[src/rtl/id_scanner.sv]
// id_scanner: streaming tokenizer that flags identifiers ending in a digit run.
// One character is consumed per clock when char_valid is high. A token is a
// maximal run of letters/digits; a "match" is each letter->digit boundary
// inside a token once at least MIN_ALPHA letters have been seen. Digit runs
// longer than MAX_DIGIT, or digits that arrive too early, park the token in
// S_OVF until the next separator.
// Optional build macro: ID_UNDERSCORE_EN -- when defined, '_' counts as a
// letter; otherwise '_' is a separator.
module id_scanner #(
    parameter int MIN_ALPHA = 1,
    parameter int MAX_DIGIT = 15,
    parameter int LEN_W     = 8,
    parameter int CNT_W     = 16
) (
    input  logic             clk,
    input  logic             reset,
    input  logic [7:0]       char,
    input  logic             char_valid,
    output logic             out,
    output logic             match_pulse,
    output logic [LEN_W-1:0] tok_len,
    output logic [CNT_W-1:0] match_cnt
);

    localparam logic [1:0] S_IDLE  = 2'd0;
    localparam logic [1:0] S_ALPHA = 2'd1;
    localparam logic [1:0] S_DIGIT = 2'd2;
    localparam logic [1:0] S_OVF   = 2'd3;

    localparam logic [LEN_W-1:0] LEN_MAX = {LEN_W{1'b1}};
    localparam logic [CNT_W-1:0] CNT_MAX = {CNT_W{1'b1}};
    localparam logic [LEN_W-1:0] LEN_ONE = {{(LEN_W-1){1'b0}}, 1'b1};
    localparam logic [CNT_W-1:0] CNT_ONE = {{(CNT_W-1){1'b0}}, 1'b1};
    localparam logic [LEN_W-1:0] MIN_A   = LEN_W'(MIN_ALPHA);
    localparam logic [LEN_W-1:0] MAX_D   = LEN_W'(MAX_DIGIT);

    logic [1:0]       state_reg, state_next;
    logic [LEN_W-1:0] alpha_reg, alpha_next;
    logic [LEN_W-1:0] digit_reg, digit_next;
    logic [LEN_W-1:0] tok_reg, tok_next;
    logic [CNT_W-1:0] cnt_reg, cnt_next;
    logic             pulse_reg, pulse_next;
    logic             out_reg;
    logic             is_letter, is_digit;

    // Saturating increment for the LEN_W-wide run counters.
    function automatic logic [LEN_W-1:0] sat_inc(input logic [LEN_W-1:0] v);
        return (v == LEN_MAX) ? v : v + LEN_ONE;
    endfunction

    // Character classification; anything not a letter or digit separates tokens.
    always_comb begin
        is_digit  = (char >= 8'h30) && (char <= 8'h39);
`ifdef ID_UNDERSCORE_EN
        is_letter = ((char >= 8'h41) && (char <= 8'h5A)) ||
                    ((char >= 8'h61) && (char <= 8'h7A)) ||
                    (char == 8'h5F);
`else
        is_letter = ((char >= 8'h41) && (char <= 8'h5A)) ||
                    ((char >= 8'h61) && (char <= 8'h7A));
`endif
    end

    // Next-state, run-counter and match bookkeeping for one consumed char.
    always_comb begin
        state_next = state_reg;
        alpha_next = alpha_reg;
        digit_next = digit_reg;
        tok_next   = tok_reg;
        pulse_next = 1'b0;
        cnt_next   = cnt_reg;
        if (char_valid) begin
            if (!is_letter && !is_digit) begin
                // A separator ends whatever token was in progress.
                state_next = S_IDLE;
                alpha_next = '0;
                digit_next = '0;
                tok_next   = '0;
            end else begin
                case (state_reg)
                    S_IDLE: begin
                        if (is_letter) begin
                            state_next = S_ALPHA;
                            alpha_next = LEN_ONE;
                            digit_next = '0;
                            tok_next   = LEN_ONE;
                        end else begin
                            // A token may not start with a digit.
                            tok_next = '0;
                        end
                    end
                    S_ALPHA: begin
                        tok_next = sat_inc(tok_reg);
                        if (is_letter) begin
                            alpha_next = sat_inc(alpha_reg);
                        end else if (alpha_reg >= MIN_A) begin
                            state_next = S_DIGIT;
                            digit_next = LEN_ONE;
                            pulse_next = 1'b1;
                        end else begin
                            state_next = S_OVF;
                        end
                    end
                    S_DIGIT: begin
                        tok_next = sat_inc(tok_reg);
                        if (is_letter) begin
                            state_next = S_ALPHA;
                            digit_next = '0;
                            alpha_next = sat_inc(alpha_reg);
                        end else if (digit_reg < MAX_D) begin
                            digit_next = digit_reg + LEN_ONE;
                        end else begin
                            state_next = S_OVF;
                        end
                    end
                    default: begin
                        // Overflowed token: only length keeps counting.
                        tok_next = sat_inc(tok_reg);
                    end
                endcase
            end
        end
        if (pulse_next && (cnt_reg != CNT_MAX)) begin
            cnt_next = cnt_reg + CNT_ONE;
        end
    end

    // State and output registers; reset discards the char presented that cycle.
    always_ff @(posedge clk) begin
        if (reset) begin
            state_reg <= S_IDLE;
            alpha_reg <= '0;
            digit_reg <= '0;
            tok_reg   <= '0;
            cnt_reg   <= '0;
            pulse_reg <= 1'b0;
            out_reg   <= 1'b0;
        end else begin
            state_reg <= state_next;
            alpha_reg <= alpha_next;
            digit_reg <= digit_next;
            tok_reg   <= tok_next;
            cnt_reg   <= cnt_next;
            pulse_reg <= pulse_next;
            out_reg   <= (state_next == S_DIGIT);
        end
    end

    assign out         = out_reg;
    assign match_pulse = pulse_reg;
    assign tok_len     = tok_reg;
    assign match_cnt   = cnt_reg;

endmodule

[config.mk]
export PLATFORM = sky130hd
export DESIGN_NAME = id_scanner
export DESIGN_NICKNAME = d
export VERILOG_FILES = /design/src/rtl/id_scanner.sv
export SDC_FILE = /design/constraint.sdc
export NUM_CORES = 1
export LEC_CHECK = 0
export ABC_AREA = 1
export ABC_CLOCK_PERIOD_IN_PS = 5100
export CAP_MARGIN = 30
export CORE_ASPECT_RATIO = 0.5
export CORE_MARGIN = 8
export CORE_UTILIZATION = 39
export CTS_CLUSTER_SIZE = 12
export DETAILED_ROUTE_END_ITERATION = 10
export SYNTH_ARGS = -nofsm -noshare
export SYNTH_HDL_FRONTEND = slang
export SYNTH_SLANG_ARGS = --single-unit
[constraint.sdc]
create_clock -name clk -period 5.1 [get_ports clk]
set_input_delay 0.765 -clock clk [delete_from_list [all_inputs] [get_ports clk]]
set_output_delay 0.765 -clock clk [all_outputs]
set_load 0.01 [all_outputs]
; ---- Word level (Yosys, flattened, before mapping)
; Cells that the tools add are included.
[totals]
ff_bits = 44
latch_bits = 0
mem_bits_rw = 0
mem_bits_ro = 0
input_bits = 11
out_inout_bits = 26
wordCells = 76
memories = 0
[classes]
add_sub_neg = 4
multipliers = 0
div_mod_pow = 0
magnitude_cmp = 8
eq_ne = 13
n_shift = 0
n_mux = 29
bitwise = 0
reduce_logical = 15
[op_table]
columns = cell, count
row1 = 8-bit 2-to-1 mux, 13
row2 = "8-bit by 1-bit adder with 8-bit output, second input constant", 3
row3 = 8-bit case mux with 3 select lines, 1
row4 = "16-bit by 1-bit adder with 16-bit output, second input constant", 1
row5 = "8-bit == test, second input constant", 2
row6 = "8-bit by 7-bit greater-or-equal comparator with 1-bit output, second input constant", 2
row7 = "8-bit by 7-bit less-or-equal comparator with 1-bit output, second input constant", 2
row8 = "16-bit inequality test, second input constant", 1
row9 = 8-bit case mux with 2 select lines, 1
row10 = 2-bit 2-to-1 mux, 6
row11 = "3-bit inequality test, second input constant", 4
row12 = "8-bit by 1-bit greater-or-equal comparator with 1-bit output, second input constant", 1
row13 = "8-bit by 6-bit greater-or-equal comparator with 1-bit output, second input constant", 1
row14 = "8-bit by 6-bit less-or-equal comparator with 1-bit output, second input constant", 1
row15 = "8-bit by 4-bit less-than comparator with 1-bit output, second input constant", 1
row16 = 1-bit 2-to-1 mux, 7
row17 = 2-bit case mux with 3 select lines, 1
row18 = 6-bit AND reduction, 1
row19 = 1-bit logical AND, 5
row20 = 5-bit AND reduction, 1
row21 = "2-bit == test, second input constant", 2
row22 = "4-bit inequality test, second input constant", 1
row23 = 4-bit nonzero test, 1
row24 = "3-bit by 1-bit inequality test with 1-bit output, second input constant", 1
row25 = 8 further kinds, 9

; ---- Longest topological paths before layout
; Gate-level depths: netlist of the first run.
[logic_depth]
depth_word = 8
depth_mapped = 14
ltp_nobuf = 14

; ---- Worst setup path before layout of the first run
; Ideal clock, no wire load.
[synth_path]
path_type = in2reg
startpoint = input port char[6]
endpoint = register cnt_reg[12] (netlist: match_cnt[12])
setup_time_ns = 0.123
arrival_ns = 1.865
required_time_ns = 4.977
path_slack_ns = 3.112
path_stages = 8
path_buffers = 1
cell_sequence = inv_1 > nand2_2 > nor3_2 > nand4_1 > o21bai_4 > buf_6 > nor3b_1 > a21oi_1
[synth_via]
elab_chain_len = 8
elab_cells_between_ends = 18
classes_between = order compare: 6 / mux: 4 / reduce/logical: 8
[synth_lines]
columns = element, line
row1 = start: declaration, 17  ; input logic [7:0] char,
row2 = 8-bit by 7-bit greater-or-equal comparator with 1-bit output (tied with other cells), 59  ; is_letter = ((char >= 8'h41) && (char <= 8'h5A)) ||
row3 = "1-bit logical AND, on equally long branches", "59, 60"
row4 = 1-bit logical OR, 59
row5 = 1-bit 2-to-1 mux / 1-bit logical NOT (equally long branches), "94, 73"
row6 = 1-bit 2-to-1 mux / 1-bit logical AND (equally long branches), "80, 73"
row7 = 1-bit 2-to-1 mux (*), 73  ; if (!is_letter && !is_digit) begin
row8 = 1-bit 2-to-1 mux (*), 72  ; if (char_valid) begin
row9 = 1-bit logical AND (*), 123  ; if (pulse_next && (cnt_reg != CNT_MAX)) begin
row10 = end signal: assignment, 143  ; cnt_reg <= cnt_next;
row11 = end: declaration, 41  ; logic [CNT_W-1:0] cnt_reg, cnt_next;
; Every way passes the cells marked *; elsewhere a longest branch is shown, timed or not.
; A chain may end at the register's enable or synchronous reset.

; ---- Worst setup path in the final report of the first run
[layout_path]
startpoint = input port char[7]
endpoint = register cnt_reg[6] (netlist: match_cnt[6])
; The elaborated chain is that of the path after synthesis.

==> flow_summary_export.csv, run 1 <==
group,metric,value,unit
floorplan,die_w,138,µm
yosys,synth.area.mux_share,0,%
sta,maxSlewViolCount,0,
yosys,synth_edf_count,0,
clocking,clock_latency,0.28,ns
sta,worst_pin_slew,0.568,ns
clocking,cts.clk_slew.worst_paths,0.07,ns
floorplan,initial_utilization,39.8,%
route,wl,6540,µm
yosys,synth_top_family_by_area,"simple AND/OR/NAND/NOR gates",
run,maxCapViolCount,0,
clocking,cts_buffer_depth,2,
sta,hold_ws,0.462,ns
route,avgRoutedWirePerCell,11.5,µm
route,drt_pre_antenna_iters,4,
setup_path,setup.worst_path.class,"input port to register",
final_layout,fin_nets,493,
yosys,ys_seq_area_share,30.5,%
sta,worst_clock_skew,0.00697,ns
clocking,holdBufCountCts,0,
setup_path,r2r_slack,3.03,ns
sta,max_slew_margin,62.1,%
route,vias,2693,
global_routing,first_global_vias,2459,
yosys,syn-cell-area,2890,µm²
final_layout,drive_gt1_share,8.03,%
clocking,cts_tree,"yes",
final_layout,areaGrowthSynthToFinish,20.9,%
sta,fin_crit,2.59,ns
run_status,status,"finished clean",
power,cellLeakagePower,1.41,nW
yosys,synthXorXnorAreaFrac,3.63,%
route,dr.max_layer_used,"met4",
final_layout,fillers,783,
floorplan,io_pins,37,
yosys,yosys_warnings,0,
clocking,clock-sinks,44,
setup_path,cp-start-kind,"input port",
floorplan,core_area,7270,µm²
route,route.met3.wl,262,µm
yosys,synth-simple-area-share,42.3,%
hold_path,hold_class,"register to register",
global_routing,grt_use_total,12.5,%
yosys,ys_top_cells_by_count,"nand2_1 (107), inv_1 (60), nor2_1 (58)",
sta,rsz0062_at_grt,"false",
clocking,h-tree-depth,2,
clocking,cts-root-buf,"clkbuf_16",
yosys,ys_top_cells_by_area,"dfxtp_1 (30%), nand2_1 (14%), inv_1 (7.8%)",
floorplan,rows,22,
global_routing,antenna_found_initial,0,
yosys,synth_async_sr_flop_share,0,%
yosys,avgSynthCellArea,6.63,µm²
sta,hold_viol_final,0,
clocking,cts_inserted_buffers,5,
setup_path,worstPathRequired,5.27,ns
setup_path,cp-end-kind,"register",
setup_path,cp_max_fo,14,
yosys,yosysUniqueCellTypes,36,
sta,finalSetupViolCount,0,
yosys,synth_flop_cell,"dfxtp_1",
route,met1_length,3340,µm
setup_path,worst-endpoint-arrival,2.76,ns
sta,min_period_over_period,50.8,%
yosys,synth-adder-area-share,4.33,%
clocking,cts_setup_buffers,0,
sta,finalSetupTns,0,ns
floorplan,die_area,10600,µm²
final_layout,largest_reg_flops,16,
power,p_per_area,238,nW/µm²
yosys,synth_cells,436,
placed_design,io_buffer_count,36,
floorplan,die_height,76.9,µm
placed_design,hpwl,4950,µm
sta,clock.fmax,386,MHz
route,vias_per_cell,4.73,
route,drc,0,
yosys,synth_top_area_share,30.5,%
route,wl_met2,2890,µm
final_layout,diodes,0,
clocking,post_cts_resized,0,
global_routing,grt_pass1_wl,11200,µm
placed_design,place_congestion,0.814,
yosys,syn_nets,457,
yosys,yosysMostFrequentCell,"nand2_1",
route,ant_nets,0,
power,peakVddDrop,134,µV
yosys,synth-compound-area-share,9.04,%
yosys,yosys.area.top_type,"dfxtp_1",
global_routing,grt_max_degree,29,
route,drtIter0Drc,134,
yosys,synth-seq-cells,44,
global_routing,grt_overflow,0,
[area by class of cell]
| cell class | count | area (µm²) | area share, % |
|---|---|---|---|
| tap | 96 | 120 | 3.43 |
| timing repair buffer | 37 | 368 | 10.5 |
| clock inverter | 3 | 47.5 | 1.36 |
| sequential | 44 | 881 | 25.2 |
| inverter | 64 | 240 | 6.87 |
| clock buffer | 5 | 125 | 3.58 |
| multi-input combinational | 320 | 1720 | 49.1 |
[kinds of logic (layout without fill, tap and decap cells)]
logic type / count (synthesis) / in the layout
compound gates: 47 / 47
xor+xnor: 12 / 12
fa+ha+maj: 10 / 10
buf+inv: 72 / 109
flops: 44 / 44
simple gates: 251 / 251
[per-layer routing]
layer  GRT usage [%]  up-vias
met5               0        -
met4            1.92        0
met3            2.60        5
met2            20.4       42
met1            16.7     1183
li1                -     1463
[critical path: stages]
cell             delay [ns]
clkdlybuf4s50_1        0.48
inv_2                  0.12
nand2_2                0.07
nor3_2                 0.31
nand4_1                0.22
o21bai_4               0.31
inv_2                  0.19
nand2_1                0.09
nor3_1                 0.14
nor2_1                 0.06
[report_power, final]
part	total (mW)	switching [mW]	internal, mW
Clock	0.373	0.140	0.233
Combinational	0.103	0.0664	0.0365
Sequential	0.357	0.00699	0.350
[placed cells by master, fill, tap and decap left out, types with 2 or more instances in the layout]
cell type        count
xnor2_1              3
nand2_2              4
nor4_1               3
ha_1                10
nand2_4              2
nand2_1            107
a21oi_1             28
nor2_2               2
nand3_4              5
clkinv_4             2
nor3_2               3
xor2_1               9
nor2_1              58
nor3b_1              6
nand4_1             11
nand3_1             30
dfxtp_1             44
or2_2                2
inv_2                4
nor3_1              12
o21ai_1              2
inv_1               60
clkbuf_16            5
clkdlybuf4s50_1     36
o21ai_0             12
[path summary, 6_finish.rpt]
path | endpoint | cells after the start | startpoint
setup reg to reg | alpha_reg[1] | 10 | state_reg[1]
hold reg to reg | digit_reg[4] | 2 | digit_reg[4]
setup / recovery | match_cnt[6] | 10 | char[7]
hold / removal | digit_reg[4] | 2 | digit_reg[4]
[through the flow]
step	instances	cell area [µm²]	util (%)	power, mW	worst slack [ns]
2_1_floorplan	436	2890	-	0.440	3.11
3_3_place_gp	561	3320	45.7	0.469	2.29
3_5_place_dp	561	3320	45.7	0.469	2.24
4_1_cts	569	3500	48.1	0.844	2.54
5_1_grt	569	3500	48.1	0.875	2.33
6_report	569	3500	48.1	0.833	2.51
No activity file was read; power rests on OpenSTA's default activity.
==> run 2: changes to the inputs <==
--- a/config.mk
+++ b/config.mk
@@ -6,7 +6,7 @@
 export NUM_CORES = 1
 export LEC_CHECK = 0
 export ABC_AREA = 1
-export ABC_CLOCK_PERIOD_IN_PS = 5100
+export ABC_CLOCK_PERIOD_IN_PS = 2200
 export CAP_MARGIN = 30
 export CORE_ASPECT_RATIO = 0.5
 export CORE_MARGIN = 8
==> constraint.sdc (replaced) <==
create_clock -name clk -period 2.2 [get_ports clk]
set_input_delay 0.33 -clock clk [delete_from_list [all_inputs] [get_ports clk]]
set_output_delay 0.33 -clock clk [all_outputs]
set_load 0.01 [all_outputs]
==> run 2 against run 1 <==
Against the previous run:
- worst setup slack worse by 2.3 ns
- hold slack worse by 0.016 ns
- flip-flop and latch count is the same
- combinational power grew to 2.7 times the previous value
- critical path type unchanged
- critical endpoint is now alpha_reg[1]
==> flow_summary_export.csv, run 2 (synthesized netlist as in run 1, its figures left out) <==
group,metric,value,unit
route,avgRoutedWirePerCell,11.8,µm
placed_design,place_congestion,0.853,
final_layout,multi_input_area,1730,µm²
final_layout,final_design_area_no_fill,3700,µm²
power,p_per_area,524,nW/µm²
clocking,cts_inserted_buffers,5,
setup_path,setup.worst_path.class,"input port to register",
placed_design,place_area,3530,µm²
clocking,cts_setup_buffers,0,
floorplan,die_area,10600,µm²
floorplan,initial_utilization,39.8,%
sta,rsz0062_at_grt,"false",
final_layout,fillers,756,
run_status,status,"finished clean",
sta,hold_viol_final,0,
clocking,clock-sinks,44,
sta,worst_clock_skew,0.00811,ns
floorplan,die_w,138,µm
clocking,cts_buffer_depth,2,
floorplan,die_height,76.9,µm
clocking,cts-root-buf,"clkbuf_16",
setup_path,worst-endpoint-arrival,2.16,ns
power,cellLeakagePower,1.54,nW
route,drc,0,
sta,fin_crit,1.99,ns
power,peakVddDrop,270,µV
global_routing,grt_overflow,0,
sta,clock.fmax,501,MHz
final_layout,diodes,0,
setup_path,worstPathRequired,2.36,ns
global_routing,grt_use_total,13.8,%
global_routing,grt_max_degree,28,
clocking,h-tree-depth,2,
placed_design,io_buffer_count,36,
global_routing,first_global_vias,2596,
clocking,cts_tree,"yes",
global_routing,antenna_found_initial,0,
final_layout,fin_nets,521,
setup_path,cp-end-kind,"register",
final_layout,layout_common_cells,"nand2_1 (107), inv_1 (60), nor2_1 (57)",
route,drt_pre_antenna_iters,4,
global_routing,grt_pass1_wl,12100,µm
floorplan,rows,22,
hold_path,hold_class,"register to register",
floorplan,io_pins,37,
final_layout,drive_gt1_share,13.2,%
floorplan,core_area,7270,µm²
route,vias,2819,
setup_path,cp_max_fo,7,
sta,min_period_over_period,90.6,%
placed_design,hpwl,5310,µm
final_layout,layout_commonest_cell,"nand2_1",
power,power.total,1.94,mW
run,maxCapViolCount,0,
setup_path,cp-start-kind,"input port",
clocking,clock_latency,0.28,ns
route,vias_per_cell,4.72,
sta,maxSlewViolCount,0,
route,ant_nets,0,
final_layout,largest_reg_flops,16,
route,drtIter0Drc,153,
clocking,cts.clk_slew.worst_paths,0.06,ns
final_layout,areaGrowthSynthToFinish,28.1,%
sta,worst_pin_slew,0.576,ns
sta,finalSetupViolCount,0,
sta,max_slew_margin,61.6,%
final_layout,seq_area,881,µm²
route,wl,7060,µm
-- run 2: path summary, 6_finish.rpt --
path / cells after the start / slack, ns / start / end
hold / removal: 2 / 0.45 / digit_reg[4] / digit_reg[4]
setup / recovery: 15 / 0.21 / char[7] / alpha_reg[1]
hold reg to reg: 2 / 0.45 / digit_reg[4] / digit_reg[4]
setup reg to reg: 12 / 0.21 / alpha_reg[1] / match_cnt[7]
-- run 2: timing repair --
| action | in CTS | in global routing |
|---|---|---|
| setup endpoints to repair | 0 | 3 |
| gates resized for setup | 0 | 1 |
| hold endpoints to repair | 0 | 0 |
| hold buffers | 0 | 0 |
-- run 2: cell type report --
| cell class | instances | share of cell area [%] |
|---|---|---|
| Clock buffer | 6 | 3.48 |
| Inverter | 64 | 6.49 |
| Multi-Input combinational cell | 321 | 46.7 |
| Tap cell | 96 | 3.24 |
| Clock inverter | 2 | 0.946 |
| Timing Repair Buffer | 64 | 15.4 |
| Sequential cell | 44 | 23.8 |
-- run 2: report_power, final --
group | switching [mW] | total (mW) | internal (mW) | leakage [nW]
logic | 0.166 | 0.280 | 0.114 | 1.10
clock network | 0.299 | 0.833 | 0.534 | 0.0808
registers | 0.0160 | 0.829 | 0.813 | 0.356
total | 0.481 | 1.94 | 1.46 | 1.54
-- run 2: critical path, cell delays in order --
cell and delay [ns]:
clkdlybuf4s50_1 0.45, buf_4 0.16, nor2_4 0.12, nand3_1 0.09
nand2_1 0.07, nand2_1 0.06, nand2_2 0.09, buf_4 0.13
nand2_1 0.11, nand2_1 0.12, nand3_4 0.13, nand3_2 0.15
nand2_1 0.07, nand2_1 0.06, nor2_1 0.03
-- run 2: per-layer routing --
layer  part of all wire, %  GRT usage (%)  routed length, µm  up-vias
li1                      -              -                  -     1518
met4                   1.1           3.94                 76        0
met5                     0              0                  0        -
met2                    44           21.9               3080       61
met3                   4.6           2.60                323        6
met1                    51           18.5               3580     1234
-- run 2: per-stage QoR --
| stage | hold slack [ns] | setup WS, ns | util [%] | setup TNS [ns] | instances |
|---|---|---|---|---|---|
| after detailed placement | 0.439 | -0.0956 | 48.5 | -0.880 | 588 |
| after floorplan | 0.425 | 0.490 | - | 0 | 436 |
| final | 0.446 | 0.206 | 51.0 | 0 | 597 |
| after CTS | 0.448 | 0.196 | 50.8 | 0 | 596 |
| after global routing | 0.477 | 0.0149 | 51.0 | 0 | 597 |
| after global placement | 0.438 | -0.0706 | 48.5 | -0.458 | 588 |
==> run 3: changes to the inputs <==
--- a/config.mk
+++ b/config.mk
@@ -13,6 +13,7 @@
 export CORE_UTILIZATION = 39
 export CTS_CLUSTER_SIZE = 12
 export DETAILED_ROUTE_END_ITERATION = 10
+export SLEW_MARGIN = 30
 export SYNTH_ARGS = -nofsm -noshare
 export SYNTH_HDL_FRONTEND = slang
 export SYNTH_SLANG_ARGS = --single-unit
==> results of run 3 <==
The final DEF is identical to that of run 2; final timing and power are the same.
